## src/rtl/fetch_redirect_ctrl.sv

```systemverilog
// fetch_redirect_ctrl
// Arbitrates every PC redirect source for the fetch stage: stalls, branches,
// jumps, mret and trap entry. It squashes wrong-path instructions in decode
// and holds trap entry until the instruction-memory port is idle.
module fetch_redirect_ctrl #(
  parameter int ADDRESS_BITS = 32,
  parameter int FLUSH_CYCLES = 2
) (
  input  logic                    clock,
  input  logic                    reset,
  input  logic                    stall_in,
  input  logic                    branch_taken,
  input  logic [ADDRESS_BITS-1:0] branch_target,
  input  logic                    jump_valid,
  input  logic [ADDRESS_BITS-1:0] jump_target,
  input  logic                    mret_req,
  input  logic [ADDRESS_BITS-1:0] mepc,
  input  logic                    trap_req,
  input  logic [ADDRESS_BITS-1:0] trap_vector,
  input  logic                    i_mem_ready,
  input  logic                    scan,
  output logic [1:0]              next_PC_select,
  output logic [ADDRESS_BITS-1:0] target_PC,
  output logic                    trap_branch,
  output logic [ADDRESS_BITS-1:0] trap_target,
  output logic                    trap_ack,
  output logic                    flush_decode,
  output logic [15:0]             redirect_count
);

  typedef enum logic [1:0] {
    RUN       = 2'd0,
    FLUSH     = 2'd1,
    TRAP_WAIT = 2'd2
  } state_t;

  localparam logic [1:0] SEL_SEQ    = 2'b00;
  localparam logic [1:0] SEL_HOLD   = 2'b01;
  localparam logic [1:0] SEL_TARGET = 2'b10;

  // The redirect cycle itself is the first flush cycle, so FLUSH covers the
  // remaining FLUSH_CYCLES-1 cycles; a single-cycle flush stays in RUN.
  localparam logic [3:0] FLUSH_RELOAD = 4'(FLUSH_CYCLES - 1);
  localparam state_t     COMMIT_STATE = (FLUSH_CYCLES > 1) ? FLUSH : RUN;

  state_t                  state;
  state_t                  state_next;
  logic [3:0]              flush_count;
  logic [3:0]              flush_count_next;
  logic [ADDRESS_BITS-1:0] trap_vector_q;
  logic                    latch_vector;
  logic                    commit;
  logic                    reset_hold;

  // The trace enable only matters to simulation tooling; it has no hardware effect.
  logic unused_scan;
  assign unused_scan = scan;

  // Redirect decode: outputs are combinational from state and live requests.
  always_comb begin
    state_next       = state;
    flush_count_next = flush_count;
    latch_vector     = 1'b0;
    commit           = 1'b0;
    next_PC_select   = SEL_SEQ;
    target_PC        = '0;
    trap_branch      = 1'b0;
    trap_target      = '0;
    trap_ack         = 1'b0;
    flush_decode     = 1'b0;

    if (reset || reset_hold) begin
      flush_decode = 1'b1;
    end else begin
      case (state)
        RUN, FLUSH: begin
          if (trap_req) begin
            flush_decode = 1'b1;
            if (i_mem_ready) begin
              trap_branch      = 1'b1;
              trap_target      = trap_vector;
              trap_ack         = 1'b1;
              commit           = 1'b1;
              state_next       = COMMIT_STATE;
              flush_count_next = FLUSH_RELOAD;
            end else begin
              next_PC_select = SEL_HOLD;
              latch_vector   = 1'b1;
              state_next     = TRAP_WAIT;
            end
          end else if (state == FLUSH) begin
            flush_decode = 1'b1;
            if (flush_count <= 4'd1) begin
              state_next       = RUN;
              flush_count_next = '0;
            end else begin
              flush_count_next = flush_count - 4'd1;
            end
          end else if (mret_req || branch_taken || jump_valid) begin
            next_PC_select   = SEL_TARGET;
            flush_decode     = 1'b1;
            commit           = 1'b1;
            state_next       = COMMIT_STATE;
            flush_count_next = FLUSH_RELOAD;
            if (mret_req) begin
              target_PC = mepc;
            end else if (branch_taken) begin
              target_PC = branch_target;
            end else begin
              target_PC = jump_target;
            end
          end else if (stall_in) begin
            next_PC_select = SEL_HOLD;
          end
        end
        TRAP_WAIT: begin
          next_PC_select = SEL_HOLD;
          flush_decode   = 1'b1;
          if (i_mem_ready) begin
            trap_branch      = 1'b1;
            trap_target      = trap_vector_q;
            trap_ack         = 1'b1;
            commit           = 1'b1;
            state_next       = COMMIT_STATE;
            flush_count_next = FLUSH_RELOAD;
          end
        end
        default: begin
          state_next       = RUN;
          flush_count_next = '0;
        end
      endcase
    end
  end

  // State, flush counter, latched trap vector and saturating redirect counter.
  always_ff @(posedge clock) begin
    if (reset) begin
      state          <= RUN;
      flush_count    <= '0;
      trap_vector_q  <= '0;
      redirect_count <= '0;
      reset_hold     <= 1'b1;
    end else begin
      reset_hold  <= 1'b0;
      state       <= state_next;
      flush_count <= flush_count_next;
      if (latch_vector) begin
        trap_vector_q <= trap_vector;
      end
      if (commit && (redirect_count != 16'hFFFF)) begin
        redirect_count <= redirect_count + 16'd1;
      end
    end
  end

endmodule

```

## config.mk

```make
export PLATFORM = sky130hd
export DESIGN_NAME = fetch_redirect_ctrl
export DESIGN_NICKNAME = d
export VERILOG_FILES = /design/src/rtl/fetch_redirect_ctrl.sv
export SDC_FILE = /design/constraint.sdc
export NUM_CORES = 1
export LEC_CHECK = 0
export BUFFER_PORTS_ARGS = -buffer_cell sky130_fd_sc_hd__buf_4
export CORE_MARGIN = 4
export CORE_UTILIZATION = 40
export DETAILED_ROUTE_END_ITERATION = 10
export GPL_TIMING_DRIVEN = 0
export PLACE_DENSITY = 0.78
export REMOVE_ABC_BUFFERS = 1
export SETUP_SLACK_MARGIN = 0.5
export SLEW_MARGIN = 10
export SYNTH_ARGS = -nofsm -noshare
export SYNTH_HDL_FRONTEND = slang
export SYNTH_SLANG_ARGS = --single-unit
```

## constraint.sdc

```tcl
create_clock -name clock -period 2.1 [get_ports clock]
set_clock_uncertainty 0.15 [all_clocks]
set_input_delay 0.42 -clock clock [delete_from_list [all_inputs] [get_ports clock]]
set_output_delay 0.42 -clock clock [all_outputs]
set_load 0.01 [all_outputs]
```

* Word-level counts from Yosys, hierarchy flattened *
Cells that the tools add are included.

storage, ports and cells
  register bits = 55
  bits of input ports = 137
  logic and storage cells = 73

cells by class
  magnitude comparators = 1
  reduce and logical (&&, ||, !) cells = 8
  add/sub/neg operators = 2
  bitwise operators = 1
  eq/ne operators = 6
  multiplexer cells = 50

operators with widths
  kind                                                 number
  two-way mux 32 bit                                   11
  case mux 32 bit (2 select lines)                     1
  two-way mux 2 bit                                    10
  two-way mux 4 bit                                    5
  two-way mux 1 bit                                    17
  adder 16 x 1 -> 16 bit, second input constant        1
  inequality test 16 bit, second input constant        1
  inequality test 4 bit, second input constant         2
  case mux 2 bit (2 select lines)                      2
  case mux 4 bit (2 select lines)                      1
  case mux 1 bit (2 select lines)                      3
  <= comparator 4 x 1 -> 1 bit, second input constant  1
  AND reduction 4 bit                                  1
  subtractor 4 x 1 -> 4 bit, second input constant     1
  logical OR 1 bit                                     3
  equality test 2 x 1 -> 1 bit, second input constant  1
  equality test 2 bit, second input constant           1
  zero test 2 bit                                      1
  inequality test 2 bit, second input constant         1
  AND reduction 2 bit                                  1
  OR reduction 2 bit                                   1
  logical AND 1 bit                                    1
  NOT 1 bit                                            1

* Logic depth before layout (Yosys ltp) *
  word-level depth = 8
  depth in mapped cells = 7
  mapped depth without buffers = 7

* Worst setup path after synthesis *
Ideal clock, no wire load.

  path kind = in2out
  from = input port branch_taken
  to = output port target_PC[10]
  slack = -0.116 ns
  arrival = 1.646 ns
  stages on the path = 7
  required time = 1.530 ns
  path through = buf_2 nor3_1 nand2b_4 or2_2 clkbuf_1 buf_2 nor2_1

between the ends
  cells in the longest elaborated chain, start to end = 7

RTL lines
  what                                                    RTL line  source
  start, declared                                         12        input logic branch_taken,
  two-way mux 32 bit or logical OR 1 bit (tied branches)  107, 99
  two-way mux 32 bit or logical OR 1 bit (tied branches)  105, 99
  two-way mux 32 bit *                                    99        end else if (mret_req || branch_taken || jump_valid) begin
  two-way mux 32 bit *                                    91        end else if (state == FLUSH) begin
  two-way mux 32 bit *                                    77        if (trap_req) begin
  two-way mux 32 bit *                                    75        case (state)
  two-way mux 32 bit *                                    72        if (reset || reset_hold) begin
  end, declared                                           23        output logic [ADDRESS_BITS-1:0] target_PC,

Every way passes the cells marked *; elsewhere a longest branch is shown, timed or not.

* Worst setup path in the final report *
  from = register state[1]
  to = output port trap_target[8]

between the ends
  cells in the longest elaborated chain, start to end = 4

RTL lines
  what                                                             RTL line  source
  start, declared                                                  46        state_t state;
  start signal, assigned                                           146       state <= state_next;
  equality test 2 x 1 -> 1 bit or zero test 2 bit (tied branches)  75
  OR reduction 2 bit                                               75
  case mux 32 bit (2 select lines) *                               75
  two-way mux 32 bit *                                             72
  end, declared                                                    25        output logic [ADDRESS_BITS-1:0] trap_target,

Marks and branches as above.

==> impl_metrics.env <==
export IMPL_outcome="complete, but fails checks"
export IMPL_violations="negative setup slack"
export IMPL_root_buffer="sky130_fd_sc_hd__clkbuf_8"
export IMPL_route_vias_total=4789
export IMPL_number_of_hold_violations_in_the_final_report=0
export IMPL_clock_group_share_of_total_power_pct=31.5
export IMPL_power_switching_mw=0.746
export IMPL_worst_skew_pair_late_latency_ns=0.31
export IMPL_clock_tree_buffer_depth=2
export IMPL_worst_slew_pin_transition_ns=0.644
export IMPL_total_power_mw=2.66
export IMPL_grt_util_all_layers_pct=26.1
export IMPL_async_flop_share_pct=0
export IMPL_p_int_mw=1.91
export IMPL_dpl_hpwl_microns=9610
export IMPL_finalWorstSetupSlack_ns=-0.113
export IMPL_worstPathMaxFanout=8
export IMPL_required_ns=1.53
export IMPL_htreeDepth=2
export IMPL_final_antenna_net_count=0
export IMPL_die_width_microns=104
export IMPL_power_leakage_nw=2.76
export IMPL_worst_ir_drop_vdd_mv=0.283
export IMPL_finalMaxSlewViolations=0
export IMPL_postSynthAreaPerCell_sq_um=6.91
export IMPL_placed_cells=815
export IMPL_grt_antenna_before_repair=0
export IMPL_route_final_wire_length_microns=15600
export IMPL_ys_seq_area_share_pct=29.9
export IMPL_layout_worst_path_cycle_share_pct=105
export IMPL_grt_max_degree=66
export IMPL_synth_ff_latch_count=55
export IMPL_pwr_density_cell_mw_per_mm2=431
export IMPL_minimum_clock_period_ns=2.21
export IMPL_wire_length_of_the_first_global_routing_pass_microns=23300
export IMPL_ios=222
export IMPL_detail_route_vias_per_cell=5.60
export IMPL_chip_height_microns=104
export IMPL_global_placement_routability_congestion=0.877
export IMPL_placeableCoreArea_sq_mm=0.00885
export IMPL_dominantRegCellSynth="sky130_fd_sc_hd__dfxtp_1"
export IMPL_die_area_sq_mm=0.0108
export IMPL_portion_of_total_power_attributed_to_sequential_cells_pct=41.2
export IMPL_area_sequential_sq_mm=0.00113
export IMPL_hold_path_class="primary input to flip-flop"
export IMPL_fmaxAchievable_ghz=0.452
export IMPL_cts_buffers=5
export IMPL_number_of_synthesized_flops_with_an_enable_pin=0
export IMPL_final_nets=886
export IMPL_tritoncts="yes"
export IMPL_effective_utilization_at_floorplan_pct=41.6
export IMPL_worst_endpoint_arrival_ns=1.64
export IMPL_final_util_pct=69.7
export IMPL_synthesis_area_sq_mm=0.00368
export IMPL_clk_transition_reported_paths_ns=0.10
export IMPL_drt_initial_drc_count=252
export IMPL_footprint_of_the_multi_input_gates_sq_mm=0.00286
export IMPL_area_growth_synth_to_final_pct=67.5
export IMPL_grt_setup_unrepaired="yes"
export IMPL_detailedRoute_firstPassIterationCount=5
export IMPL_crit_path_end_kind="primary output"
export IMPL_fp_row_count=34
export IMPL_crit_type="flip-flop to primary output"
export IMPL_grt_pass1_vias=4525
export IMPL_comb_power_share_pct=27.3
export IMPL_cts_num_sinks=55
export IMPL_netSwitchingFraction_pct=28.1
export IMPL_detail_route_wl_per_cell_microns=18.3
export IMPL_max_slew_margin_rel_pct=56.9
export IMPL_cap_violations=0
export IMPL_final_setup_viol_count=69
export IMPL_insertedDiodeCount=0
export IMPL_synthCells=533
export IMPL_port_buffers=220
export IMPL_filler_cell_count_in_the_final_layout=751
export IMPL_remaining_drc_errors=0
export IMPL_synth_warnings=0
export IMPL_final_cell_count_no_fill=855
export IMPL_drive_above_1_share_pct=48.3
export IMPL_globalRoute_totalOverflow=0
export IMPL_crit_path_start_kind="flip-flop"
export IMPL_netlist_cell_type_count=50
==> metrics by stage <==
step           setup TNS [ns]  setup slack [ns]  instance area (sq um)  hold slack (ns)
3_3_place_gp           -60.95            -0.797                   5270            0.291
2_1_floorplan           -4.21            -0.129                   3480            0.284
4_1_cts                 -3.18           -0.0815                   5960            0.138
3_5_place_dp           -63.70            -0.823                   5270            0.297
6_report                -5.10            -0.113                   6170            0.140
5_1_grt                 -9.08            -0.166                   6170            0.143
==> logic make-up (layout without fill, tap and decap cells) <==
group,after synthesis,after routing,synth area share [%]
compound gates,114,116,19.8
xor+xnor,1,1,0.238
fa+ha+maj,3,3,1.02
buf+inv,52,254,6.15
flops,55,55,29.9
mux,35,35,9.54
simple gates,273,283,33.4
==> power groups by stage <==
stage               clock network (mW)  logic (mW)  registers (mW)
finish                           0.837       0.726            1.09
global route                     0.881       0.778            1.10
CTS                              0.847       0.673            1.09
detailed placement                   0       0.576            1.12
global placement                     0       0.562            1.12
floorplan                            0       0.240            1.11
==> sequential cells by signal, summed over array words and instances, names as in the netlist <==
signal and cells:
flush_count 4, trap_vector_q 32, reset_hold 1, state 2, redirect_count 16
==> Yosys cell counts (all sizes together) (2+ instances only) <==
library cell	number	share of area, %
o21ai	12	1.7
nor2	112	11
nand2	76	7.7
a211oi	2	0.41
inv	6	0.61
nor3	4	0.85
a21oi	48	6.5
nand4	4	0.68
and3	3	0.51
a22oi	32	6.5
buf	18	2.7
and2b	2	0.41
o31ai	6	1.2
and2	6	1.0
mux2i	34	9.2
nand2b	5	1.1
and4	3	0.71
a21o	2	0.44
dfxtp	55	30
nor2b	2	0.34
or2	3	0.51
a31o	2	0.48
nand3	40	5.4
ha	3	1.0
or4	7	1.4
nand4b	3	0.71
clkbuf	28	2.9
==> worst max-delay path, cell delays in order, from the launching register on <==
cell	delay, ns
sky130_fd_sc_hd__dfxtp_4	0.38
sky130_fd_sc_hd__and2b_4	0.32
sky130_fd_sc_hd__and2_4	0.27
sky130_fd_sc_hd__a22oi_2	0.10
sky130_fd_sc_hd__nor2_1	0.12
sky130_fd_sc_hd__buf_4	0.14
==> worst paths after layout <==
kind / from / to / slack [ns] / depth (start not counted)
setup / recovery: state[1]$_SDFFE_PP0P_ / trap_target[8] / -0.11 / 5
hold / removal: trap_vector[18] / trap_vector_q[18]$_SDFFE_PP0P_ / 0.14 / 3
setup reg to reg: state[0]$_SDFFE_PP0P_ / redirect_count[15]$_SDFFE_PP0P_ / -0.02 / 5
hold reg to reg: trap_vector_q[22]$_SDFFE_PP0P_ / trap_vector_q[22]$_SDFFE_PP0P_ / 0.31 / 2
==> metal layers <==
| metal | GRT usage (%) | part of all wire [%] | up-vias |
|---|---|---|---|
| li1 | - | - | 2302 |
| met1 | 32.0 | 41 | 2256 |
| met2 | 46.3 | 51 | 202 |
| met3 | 4.97 | 6.5 | 29 |
| met4 | 7.50 | 1.8 | 0 |
| met5 | 0 | 0 | - |
==> timing repair <==
action / CTS / global route
buffers inserted: 17 / 1
gates resized for setup: 113 / 46
gates cloned: 12 / 2
hold buffers: 0 / 0
pin swaps: 63 / 25
setup endpoints to repair: 123 / 123
==> area by class of cell <==
type	instances	share of cell area [%]
Multi-Input combinational cell	438	46.4
Inverter	6	0.426
Timing Repair inverter	1	0.122
Clock buffer	6	1.18
Timing Repair Buffer	239	30.4
Clock inverter	2	0.974
Sequential cell	55	18.3
Tap cell	108	2.19
==> cells in the final DEF, fill, tap and decap left out, types with 3 or more instances in the layout <==
cell type                  Yosys  final
sky130_fd_sc_hd__nand2b_1      4      4
sky130_fd_sc_hd__or2_4         0      7
sky130_fd_sc_hd__or4_1         7      5
sky130_fd_sc_hd__nand3_1      40     38
sky130_fd_sc_hd__a21oi_2       0      4
sky130_fd_sc_hd__nor2_2        0     21
sky130_fd_sc_hd__inv_1         6      3
sky130_fd_sc_hd__and3_1        3      3
sky130_fd_sc_hd__and2_1        6      3
sky130_fd_sc_hd__a22oi_1      32     15
sky130_fd_sc_hd__nand4b_1      3      3
sky130_fd_sc_hd__dfxtp_2       0      4
sky130_fd_sc_hd__nor2_4        0     12
sky130_fd_sc_hd__nand2_1      76     73
sky130_fd_sc_hd__buf_6         2     15
sky130_fd_sc_hd__dfxtp_1      55     45
sky130_fd_sc_hd__o31ai_1       6      6
sky130_fd_sc_hd__a22oi_2       0     17
sky130_fd_sc_hd__nand4_1       4      4
sky130_fd_sc_hd__nor2_1      112     79
sky130_fd_sc_hd__buf_4         1    220
sky130_fd_sc_hd__mux2i_1      34     34
sky130_fd_sc_hd__o21ai_0      10      9
sky130_fd_sc_hd__clkbuf_8      0      5
sky130_fd_sc_hd__a21oi_1      48     43
sky130_fd_sc_hd__dfxtp_4       0      6
sky130_fd_sc_hd__and2_4        0      9
Note: power is estimated with default switching activity, not from simulation.
